## config.mk

```make
export PLATFORM = sky130hd
export DESIGN_NAME = axi_lite_stream_bridge
export DESIGN_NICKNAME = d
export VERILOG_FILES = /design/src/rtl/axi_lite_stream_bridge_pkg.sv /design/src/rtl/axi_lite_stream_bridge_skid2.sv /design/src/rtl/axi_lite_stream_bridge.sv
export SDC_FILE = /design/constraint.sdc
export NUM_CORES = 1
export LEC_CHECK = 0
export ABC_AREA = 0
export BUFFER_PORTS_ARGS = -buffer_cell sky130_fd_sc_hd__buf_2
export CORE_MARGIN = 3
export CORE_UTILIZATION = 50
export DETAILED_ROUTE_END_ITERATION = 8
export PLACE_DENSITY = 0.86
export SYNTH_ARGS = -nofsm -noshare
export SYNTH_HDL_FRONTEND = slang
export SYNTH_SLANG_ARGS = --single-unit
export TNS_END_PERCENT = 30
```

## constraint.sdc

```tcl
create_clock -name clk -period 5 [get_ports clk]
set_input_delay 1.5 -clock clk [delete_from_list [all_inputs] [get_ports clk]]
set_output_delay 1.5 -clock clk [all_outputs]
set_load 0.01 [all_outputs]
```

## src/rtl/axi_lite_stream_bridge_pkg.sv

```systemverilog
`default_nettype none
// ============================================================================
// Module   : axi_lite_stream_bridge_pkg
// Brief    : Shared response codes, write-tag encodings and address shift
//            for the AXI4-Lite to stream bridge.
// Revision : 1.0 - initial release
// ============================================================================
package axi_lite_stream_bridge_pkg;

    typedef logic [1:0] resp_t;
    typedef logic       tag_t;

    localparam resp_t c_resp_okay   = 2'b00;
    localparam resp_t c_resp_slverr = 2'b10;
    localparam tag_t  c_tag_core    = 1'b0;
    localparam tag_t  c_tag_local   = 1'b1;
    localparam int    c_word_shift  = 2;

endpackage
`default_nettype wire

```

## src/rtl/axi_lite_stream_bridge_skid2.sv

```systemverilog
`default_nettype none
// ============================================================================
// Module   : stream_skid2
// Brief    : Two-entry ready/valid skid buffer with a registered upstream
//            ready and one cycle of latency from input to head.
// Revision : 1.0 - initial release
// ============================================================================
module stream_skid2 #(
    parameter int W = 8
) (
    input  logic         clk,
    input  logic         rst,
    input  logic [W-1:0] i_data,
    input  logic         i_valid,
    output logic         o_ready,
    output logic [W-1:0] o_data,
    output logic         o_valid,
    input  logic         i_ready
);

    logic [W-1:0] r_mem [2];
    logic         r_wr_ptr;
    logic         r_rd_ptr;
    logic [1:0]   r_count;
    logic         r_ready;
    logic         w_push;
    logic         w_pop;
    logic [1:0]   w_count_nxt;

    assign w_push  = i_valid && r_ready;
    assign w_pop   = o_valid && i_ready;
    assign o_ready = r_ready;
    assign o_valid = (r_count != 2'd0);
    assign o_data  = r_mem[r_rd_ptr];

    always_comb begin
        w_count_nxt = r_count;
        if (w_push && !w_pop) begin
            w_count_nxt = r_count + 2'd1;
        end else if (!w_push && w_pop) begin
            w_count_nxt = r_count - 2'd1;
        end
    end

    always_ff @(posedge clk) begin
        if (w_push) begin
            r_mem[r_wr_ptr] <= i_data;
        end
    end

    // Ready is held low through reset and rises on the first clock after it.
    always_ff @(posedge clk) begin
        if (rst) begin
            r_wr_ptr <= 1'b0;
            r_rd_ptr <= 1'b0;
            r_count  <= 2'd0;
            r_ready  <= 1'b0;
        end else begin
            if (w_push) begin
                r_wr_ptr <= !r_wr_ptr;
            end
            if (w_pop) begin
                r_rd_ptr <= !r_rd_ptr;
            end
            r_count <= w_count_nxt;
            r_ready <= (w_count_nxt != 2'd2);
        end
    end

endmodule
`default_nettype wire

```

## src/rtl/axi_lite_stream_bridge.sv

```systemverilog
`default_nettype none
// ============================================================================
// Module   : axi_lite_stream_bridge
// Brief    : AXI4-Lite slave front end for a stream compute core; buffers
//            AW/W/AR, pairs writes, returns B/R in order.
// Option   : AXI_BRIDGE_STRB_CHECK_EN - partial-strobe writes answered SLVERR
// Revision : 1.0 - initial release
// ============================================================================
module axi_lite_stream_bridge
    import axi_lite_stream_bridge_pkg::*;
#(
    parameter int DATA_W  = 32,
    parameter int ADDR_W  = 11,
    parameter int MAX_OUT = 4
) (
    input  logic              clk,
    input  logic              rst,
    input  logic [ADDR_W-1:0] s_axi_awaddr,
    input  logic              s_axi_awvalid,
    output logic              s_axi_awready,
    input  logic [DATA_W-1:0] s_axi_wdata,
    input  logic [3:0]        s_axi_wstrb,
    input  logic              s_axi_wvalid,
    output logic              s_axi_wready,
    output logic [1:0]        s_axi_bresp,
    output logic              s_axi_bvalid,
    input  logic              s_axi_bready,
    input  logic [ADDR_W-1:0] s_axi_araddr,
    input  logic              s_axi_arvalid,
    output logic              s_axi_arready,
    output logic [DATA_W-1:0] s_axi_rdata,
    output logic [1:0]        s_axi_rresp,
    output logic              s_axi_rvalid,
    input  logic              s_axi_rready,
    output logic [ADDR_W-1:0] aw,
    output logic              aw_valid,
    input  logic              aw_ready,
    output logic [DATA_W-1:0] w,
    output logic              w_valid,
    input  logic              w_ready,
    output logic [ADDR_W-1:0] ar,
    output logic              ar_valid,
    input  logic              ar_ready,
    input  logic [DATA_W-1:0] r,
    input  logic              r_valid,
    output logic              r_ready,
    input  logic              b_valid,
    output logic              b_ready
);

    localparam int PTR_W = $clog2(MAX_OUT);
    localparam int CNT_W = $clog2(MAX_OUT + 1);
    localparam logic [CNT_W-1:0] c_max_out = CNT_W'(MAX_OUT);

    logic [ADDR_W-1:0]   w_aw_head;
    logic                w_aw_head_valid;
    logic [DATA_W+3:0]   w_w_head;
    logic                w_w_head_valid;
    logic [DATA_W-1:0]   w_w_head_data;
    logic [3:0]          w_w_head_strb;
    logic [ADDR_W-1:0]   w_ar_head;
    logic                w_ar_head_valid;
    logic                w_disp_ok;
    logic                w_strb_bad;
    logic                w_fwd;
    logic                w_aw_done;
    logic                w_w_done;
    logic                w_pair_done;
    logic                w_rd_room;
    logic                w_ar_hs;
    logic                w_r_hs;
    logic                r_aw_sent;
    logic                r_w_sent;
    logic [MAX_OUT-1:0]  r_tag_mem;
    logic [PTR_W-1:0]    r_tag_wr;
    logic [PTR_W-1:0]    r_tag_rd;
    logic [CNT_W-1:0]    r_tag_cnt;
    logic                w_tag_empty;
    logic                w_tag_full;
    tag_t                w_tag_head;
    logic                w_tag_pop;
    logic [CNT_W-1:0]    r_rd_cnt;

    stream_skid2 #(.W(ADDR_W)) u_aw_skid (
        .clk     (clk),
        .rst     (rst),
        .i_data  (s_axi_awaddr),
        .i_valid (s_axi_awvalid),
        .o_ready (s_axi_awready),
        .o_data  (w_aw_head),
        .o_valid (w_aw_head_valid),
        .i_ready (w_pair_done)
    );

    stream_skid2 #(.W(DATA_W + 4)) u_w_skid (
        .clk     (clk),
        .rst     (rst),
        .i_data  ({s_axi_wstrb, s_axi_wdata}),
        .i_valid (s_axi_wvalid),
        .o_ready (s_axi_wready),
        .o_data  (w_w_head),
        .o_valid (w_w_head_valid),
        .i_ready (w_pair_done)
    );

    stream_skid2 #(.W(ADDR_W)) u_ar_skid (
        .clk     (clk),
        .rst     (rst),
        .i_data  (s_axi_araddr),
        .i_valid (s_axi_arvalid),
        .o_ready (s_axi_arready),
        .o_data  (w_ar_head),
        .o_valid (w_ar_head_valid),
        .i_ready (ar_ready && w_rd_room)
    );

    assign w_w_head_data = w_w_head[DATA_W-1:0];
    assign w_w_head_strb = w_w_head[DATA_W+3:DATA_W];

`ifdef AXI_BRIDGE_STRB_CHECK_EN
    assign w_strb_bad = (w_w_head_strb != 4'hF);
`else
    logic w_unused_strb;
    assign w_unused_strb = ^w_w_head_strb;
    assign w_strb_bad    = 1'b0;
`endif

    // A pair is complete once each half has been taken, in any cycle order.
    assign w_disp_ok   = w_aw_head_valid && w_w_head_valid && !w_tag_full;
    assign w_fwd       = w_disp_ok && !w_strb_bad;
    assign aw_valid    = w_fwd && !r_aw_sent;
    assign w_valid     = w_fwd && !r_w_sent;
    assign aw          = w_aw_head >> c_word_shift;
    assign w           = w_w_head_data;
    assign w_aw_done   = r_aw_sent || (aw_valid && aw_ready);
    assign w_w_done    = r_w_sent || (w_valid && w_ready);
    assign w_pair_done = (w_fwd && w_aw_done && w_w_done) || (w_disp_ok && w_strb_bad);

    always_ff @(posedge clk) begin
        if (rst) begin
            r_aw_sent <= 1'b0;
            r_w_sent  <= 1'b0;
        end else if (w_pair_done) begin
            r_aw_sent <= 1'b0;
            r_w_sent  <= 1'b0;
        end else begin
            if (aw_valid && aw_ready) begin
                r_aw_sent <= 1'b1;
            end
            if (w_valid && w_ready) begin
                r_w_sent <= 1'b1;
            end
        end
    end

    assign w_tag_empty = (r_tag_cnt == '0);
    assign w_tag_full  = (r_tag_cnt == c_max_out);
    assign w_tag_head  = r_tag_mem[r_tag_rd];
    assign s_axi_bvalid = !w_tag_empty && ((w_tag_head == c_tag_local) || b_valid);
    assign b_ready      = !w_tag_empty && (w_tag_head == c_tag_core) && s_axi_bready;
    assign s_axi_bresp  = (!w_tag_empty && (w_tag_head == c_tag_local)) ? c_resp_slverr : c_resp_okay;
    assign w_tag_pop    = s_axi_bvalid && s_axi_bready;

    always_ff @(posedge clk) begin
        if (w_pair_done) begin
            r_tag_mem[r_tag_wr] <= w_strb_bad ? c_tag_local : c_tag_core;
        end
    end

    always_ff @(posedge clk) begin
        if (rst) begin
            r_tag_wr  <= '0;
            r_tag_rd  <= '0;
            r_tag_cnt <= '0;
        end else begin
            if (w_pair_done) begin
                r_tag_wr <= r_tag_wr + PTR_W'(1);
            end
            if (w_tag_pop) begin
                r_tag_rd <= r_tag_rd + PTR_W'(1);
            end
            if (w_pair_done && !w_tag_pop) begin
                r_tag_cnt <= r_tag_cnt + CNT_W'(1);
            end else if (!w_pair_done && w_tag_pop) begin
                r_tag_cnt <= r_tag_cnt - CNT_W'(1);
            end
        end
    end

    assign w_rd_room    = (r_rd_cnt < c_max_out);
    assign ar_valid     = w_ar_head_valid && w_rd_room;
    assign ar           = w_ar_head >> c_word_shift;
    assign s_axi_rvalid = r_valid;
    assign s_axi_rdata  = r;
    assign s_axi_rresp  = c_resp_okay;
    assign r_ready      = s_axi_rready;
    assign w_ar_hs      = ar_valid && ar_ready;
    assign w_r_hs       = r_valid && s_axi_rready;

    always_ff @(posedge clk) begin
        if (rst) begin
            r_rd_cnt <= '0;
        end else if (w_ar_hs && !w_r_hs) begin
            r_rd_cnt <= r_rd_cnt + CNT_W'(1);
        end else if (!w_ar_hs && w_r_hs) begin
            r_rd_cnt <= r_rd_cnt - CNT_W'(1);
        end
    end

endmodule
`default_nettype wire

```

# After elaboration in Yosys (flattened, before gate mapping)
# Memory sizes are Yosys's and may differ from the RTL's. A register that Yosys moved wholly into a read port is not among the register bits.
# Cells that the tools add are included.
[word_totals]
latch_bits = 0
rom_bits = 0
word_cells = 136
mem_bits_rw = 116
inputBits = 102
n_memories = 3
output_inout_bits = 100
reg_bits = 31
[op_classes]
n_bitwise = 3
addsub = 12
mux = 27
shift = 0
n_eq_ne = 4
magnitude_cmp = 4
n_mul = 0
n_div = 0
reduce_logical = 64
[mem_list]
columns = ["name", "words", "width", "read_ports", "rd_ports_with_merged_regs", "wr", "line_no", "text"]
rows = [
  ["u_w_skid.r_mem", 2, 36, 1, 1, 1, "axi_lite_stream_bridge_skid2.sv:21", "logic [W-1:0] r_mem [2];"],
  ["u_ar_skid.r_mem", 2, 11, 1, 1, 1, "axi_lite_stream_bridge_skid2.sv:21", ""],
  ["u_aw_skid.r_mem", 2, 11, 1, 1, 1, "axi_lite_stream_bridge_skid2.sv:21", ""],
]
[op_table]
columns = ["operator", "count"]
rows = [
  ["1-bit logical AND", 34],
  ["1-bit logical NOT", 20],
  ["1-bit two-way mux", 14],
  ["2-bit two-way mux", 7],
  ["3-bit two-way mux", 4],
  ["2-bit by 1-bit adder with 2-bit output (second input constant)", 5],
  ["2-bit nonzero test", 5],
  ["3-bit by 1-bit adder with 3-bit output (second input constant)", 2],
  ["2-bit by 3-bit less-than comparator with 1-bit output (second input constant)", 2],
  ["2-bit inequality test (second input constant)", 3],
  ["2-bit by 1-bit subtractor with 2-bit output (second input constant)", 3],
  ["3-bit by 1-bit subtractor with 3-bit output (second input constant)", 2],
  ["4-bit bitwise AND", 1],
  ["4-bit inverter", 1],
  ["3-bit == test (second input constant)", 1],
  ["3-bit logical NOT", 1],
  ["1-bit logical OR", 3],
  ["3-bit less-than comparator (second input constant)", 1],
  ["1-bit binary-select mux with 2-bit select", 1],
  ["1-bit demux with 2-bit select", 1],
  ["2-bit by 1-bit >= comparator with 1-bit output (second input constant)", 1],
  ["2-bit OR reduction", 1],
  ["1-bit inverter", 1],
]

# Longest topological paths before layout
[logic_depth]
ltp_word = 13
ltp_mapped = 11
depth_no_buf = 9

# Cells and area by module
# A second synthesis with hierarchy kept.
[unflattened]
hier_cells = 405
area_unflattened_um2 = 6272.3
[modules_own_cells]
columns = ["module", "area_each_um2", "n_inst", "seq_area_each_um2", "cells_per_inst"]
rows = [
  ["stream_skid2 (u_w_skid)", 2907.8, 1, 2282.2, 143],
  ["stream_skid2 (u_ar_skid ...)", 1073.5, 2, 780.7, 65],
  ["axi_lite_stream_bridge", 1217.4, 1, 360.3, 132],
]

# Least setup slack after synthesis
# Ideal clock, no wire load.
[synth_path]
path_kind = "input to register"
start = "in s_axi_wvalid"
end = "mem u_w_skid.r_mem[0][0] (netlist bit) (enable)"
path_slack_ns = 1.505
required_ns = 4.579
arrival_time_ns = 3.074
path_stages = 2
setup_ns = 0.421
n_path_buf = 0
cell_sequence = "nand2_1 nor2_1"
[synth_via]
elab_chain_cells = 3
[synth_rtl]
columns = ["element", "line_no", "text"]
rows = [
  ["start, declared", "axi_lite_stream_bridge.sv:23", "input logic s_axi_wvalid,"],
  ["1-bit logical AND", "axi_lite_stream_bridge_skid2.sv:30", "assign w_push = i_valid && r_ready;"],
  ["1-bit two-way mux", "axi_lite_stream_bridge_skid2.sv:46", "if (w_push) begin"],
  ["1-bit two-way mux (not written as such)", "axi_lite_stream_bridge_skid2.sv:47", "r_mem[r_wr_ptr] <= i_data;"],
  ["end, declared", "axi_lite_stream_bridge_skid2.sv:21", ""],
]
# Every way passes these cells.

# Worst setup path after layout
[layout_path]
start = "in s_axi_bready"
end = "out b_ready"
[layout_via]
elab_chain_cells = 1
[layout_rtl]
columns = ["element", "line_no", "text"]
rows = [
  ["start, declared", "axi_lite_stream_bridge.sv:27", "input logic s_axi_bready,"],
  ["1-bit logical AND", "axi_lite_stream_bridge.sv:160", "assign b_ready = !w_tag_empty && (w_tag_head == c_tag_core) && s_axi_bready;"],
  ["end, declared", "axi_lite_stream_bridge.sv:48", "output logic b_ready"],
]
# Every way passes these cells.

==> flow_summary.ini <==
[outcome]
outcome = finished, final reports clean

[placed_design]
portBuffers = 122
dpl-instance-area_um2 = 6080
pre_cts_slack_ps = 1510
gp_congestion = 0.762
hpwl_um = 6800
dp.cells = 591

[clock_network]
htreeDepth = 4
cts_tree = yes
clkLatencyLatePin_ps = 510
numCtsBuffers = 17
clk_pin_slew_ps = 60
cts_buffer_depth = 2
cts-root-buf = clkbuf_8
post_cts_resized = 0
postCtsSetupRepairBufs = 0
clock-sinks = 134
cts_hold_buf = 0

[yosys]
synth_edf_count = 104
async_reset_ff_frac = 0
synth_top_area_cell = edfxtp_1
synth_common_cells = edfxtp_1 (104), buf_4 (41), nor2_1 (31)
yosysTopAreaCellShare = 0.557
synth-seq-area-share = 0.664
avgSynthCellArea_um2 = 15.1
yosys-top-cells-area = edfxtp_1 (56%), dfxtp_1 (11%), buf_4 (5.5%)
yosysWarnings = 0
synth.most_common_cell = edfxtp_1
synth.distinct_cells = 39
synthFlopType = edfxtp_1
syn_area_um2 = 5610
syn_inst = 371
ys_seq_elements = 134

[power]
p_switching_uw = 885
power_leakage_nw = 2.56
power_frac_comb = 0.202
irDropWorstVdd_mv = 0.306
p_seq_frac = 0.446
p_sw_frac = 0.278
p_per_area_nw_per_um2 = 481
internal_power_mw = 2.30
power_frac_clock = 0.352
p_total_mw = 3.19

[timing]
relSlewSlack = 0.425
setup_viol = 0
timing.final.ws_setup_ps = 1500
slew_viol_final = 0
final-hold-violation-count = 0
fin_skew_ps = 6.86
post-route-period-util = 0.700
tns_ps = 0
layout_min_cycle_time_ps = 3500
fmax_ghz = 0.286
tightest_slew_ps = 860
rsz0062_at_grt = false

[job]
max_cap_violations = 0

[drt]
drt_wl_total_um = 9860
num_vias = 3143
drt_iter0_markers = 198
wire_per_inst_um = 15.8
remaining_drc_errors = 0
dr.pass1.iters = 4
avgViaCountPerCell = 5.04
antenna_left = 0

[grt]
grt_pass1_vias = 3237
grt_start_max_net_pins = 33
grt.total_usage = 0.163
globalRouteOverflowTotal = 0
grt_pass1_wl_um = 16000
antenna_found_initial = 0

[floorplan]
core_area_um2 = 10900
start_util = 0.515
die_w_um = 112
dieArea_um2 = 12500
ios = 202
rows = 38
fp.dieH_um = 112

[layout]
nets = 583
final_area_um2 = 6630
drive_gt1_frac = 0.393
num_antenna_cells = 0
post_layout_nonfiller_instances = 623
area_growth_pct = 18.2

[critical_path]
cp.arrival_ps = 2000
crit_fanout = 3
cp.required_ps = 3500
crit_path_end_kind = output pin
critPathKind = input pin to output pin
cp-start-kind = input pin

[hold_path]
hold_class = flip-flop to flip-flop
[per-stage QoR]
step	hold WS [ps]	util
floorplan	459	-
global placement	469	0.558
detailed placement	490	0.558
CTS	497	0.609
global route	523	0.609
finish	502	0.609
[area by class of cell]
class | instances | area, um2
inverter | 11 | 41.3
sequential | 134 | 3720
tap | 140 | 175
timing repair buffer | 126 | 641
clock buffer | 17 | 414
multi-input combinational | 180 | 1500
fill | 846 | 4260
clock inverter | 15 | 133
[worst paths after layout]
kind                            cells past startpoint           end  slack [ps]    startpoint
worst min-delay path                                2   r_tag_rd[1]         500   r_tag_rd[1]
worst max register to register                      8  r_tag_cnt[2]        2480   r_tag_rd[0]
worst max-delay path                                4       b_ready        1500  s_axi_bready
worst min register to register                      2   r_tag_rd[1]         500   r_tag_rd[1]
[critical path: stages]
cell,delay (ps)
buf_2,80
o31a_1,160
nor2b_1,130
buf_2,130
[power by group through the flow]
| stage | combinational (mW) | sequential [mW] | clock [mW] |
|---|---|---|---|
| global route | 0.720 | 1.43 | 1.21 |
| floorplan | 0.495 | 1.42 | 0 |
| CTS | 0.653 | 1.42 | 1.15 |
| detailed placement | 0.648 | 1.44 | 0 |
| finish | 0.644 | 1.42 | 1.12 |
| global placement | 0.616 | 1.43 | 0 |
[sequential cells by signal, summed over array words and instances, names as in the netlist, 3 cells and up, named ones only]
register and count:
u_w_skid.r_mem 64, r_rd_cnt 3, r_tag_mem 4, r_tag_cnt 3
u_aw_skid.r_mem 18, u_ar_skid.r_mem 18
[logic make-up (layout without fill, tap and decap cells)]
kind of cell,count (synthesis),count (layout),share of synthesized area
AOI/OAI and AO/OA,23,23,0.0266
xor gates and xnor gates,18,18,0.0330
adders and majority gates,13,13,0.0312
buffers and inverters,63,169,0.0730
DFF,134,134,0.664
muxes,56,56,0.113
other,1,7,0.000669
and+or+nand+nor,63,63,0.0580
[cell usage in the layout, fill, tap and decap left out, types with 2 or more instances in the layout]
cell type / instances
clkinv_2: 2
nor3b_2: 2
xnor2_1: 6
mux2i_1: 5
nor2_1: 30
o21ai_1: 2
maj3_2: 2
mux2_2: 25
nor2b_1: 6
clkinvlp_4: 6
xnor3_1: 2
clkbuf_16: 16
or3_1: 4
dfxtp_1: 30
a21oi_1: 9
buf_2: 122
ha_1: 9
edfxtp_1: 104
xor2_1: 10
o221a_1: 2
and3_1: 4
nor3_1: 5
clkinv_4: 3
inv_1: 11
buf_4: 4
fa_1: 2
nand2_1: 7
inv_6: 2
conb_1: 7
o21ai_0: 5
mux2_1: 25
[metal layers]
metal / vias up / GRT usage / part of all wire
met5: - / 0 / 0
met1: 1514 / 0.202 / 0.42
li1: 1492 / - / -
met2: 112 / 0.269 / 0.49
met4: 0 / 0.0689 / 0.019
met3: 25 / 0.0478 / 0.065
(Power assumes the default switching activity.)
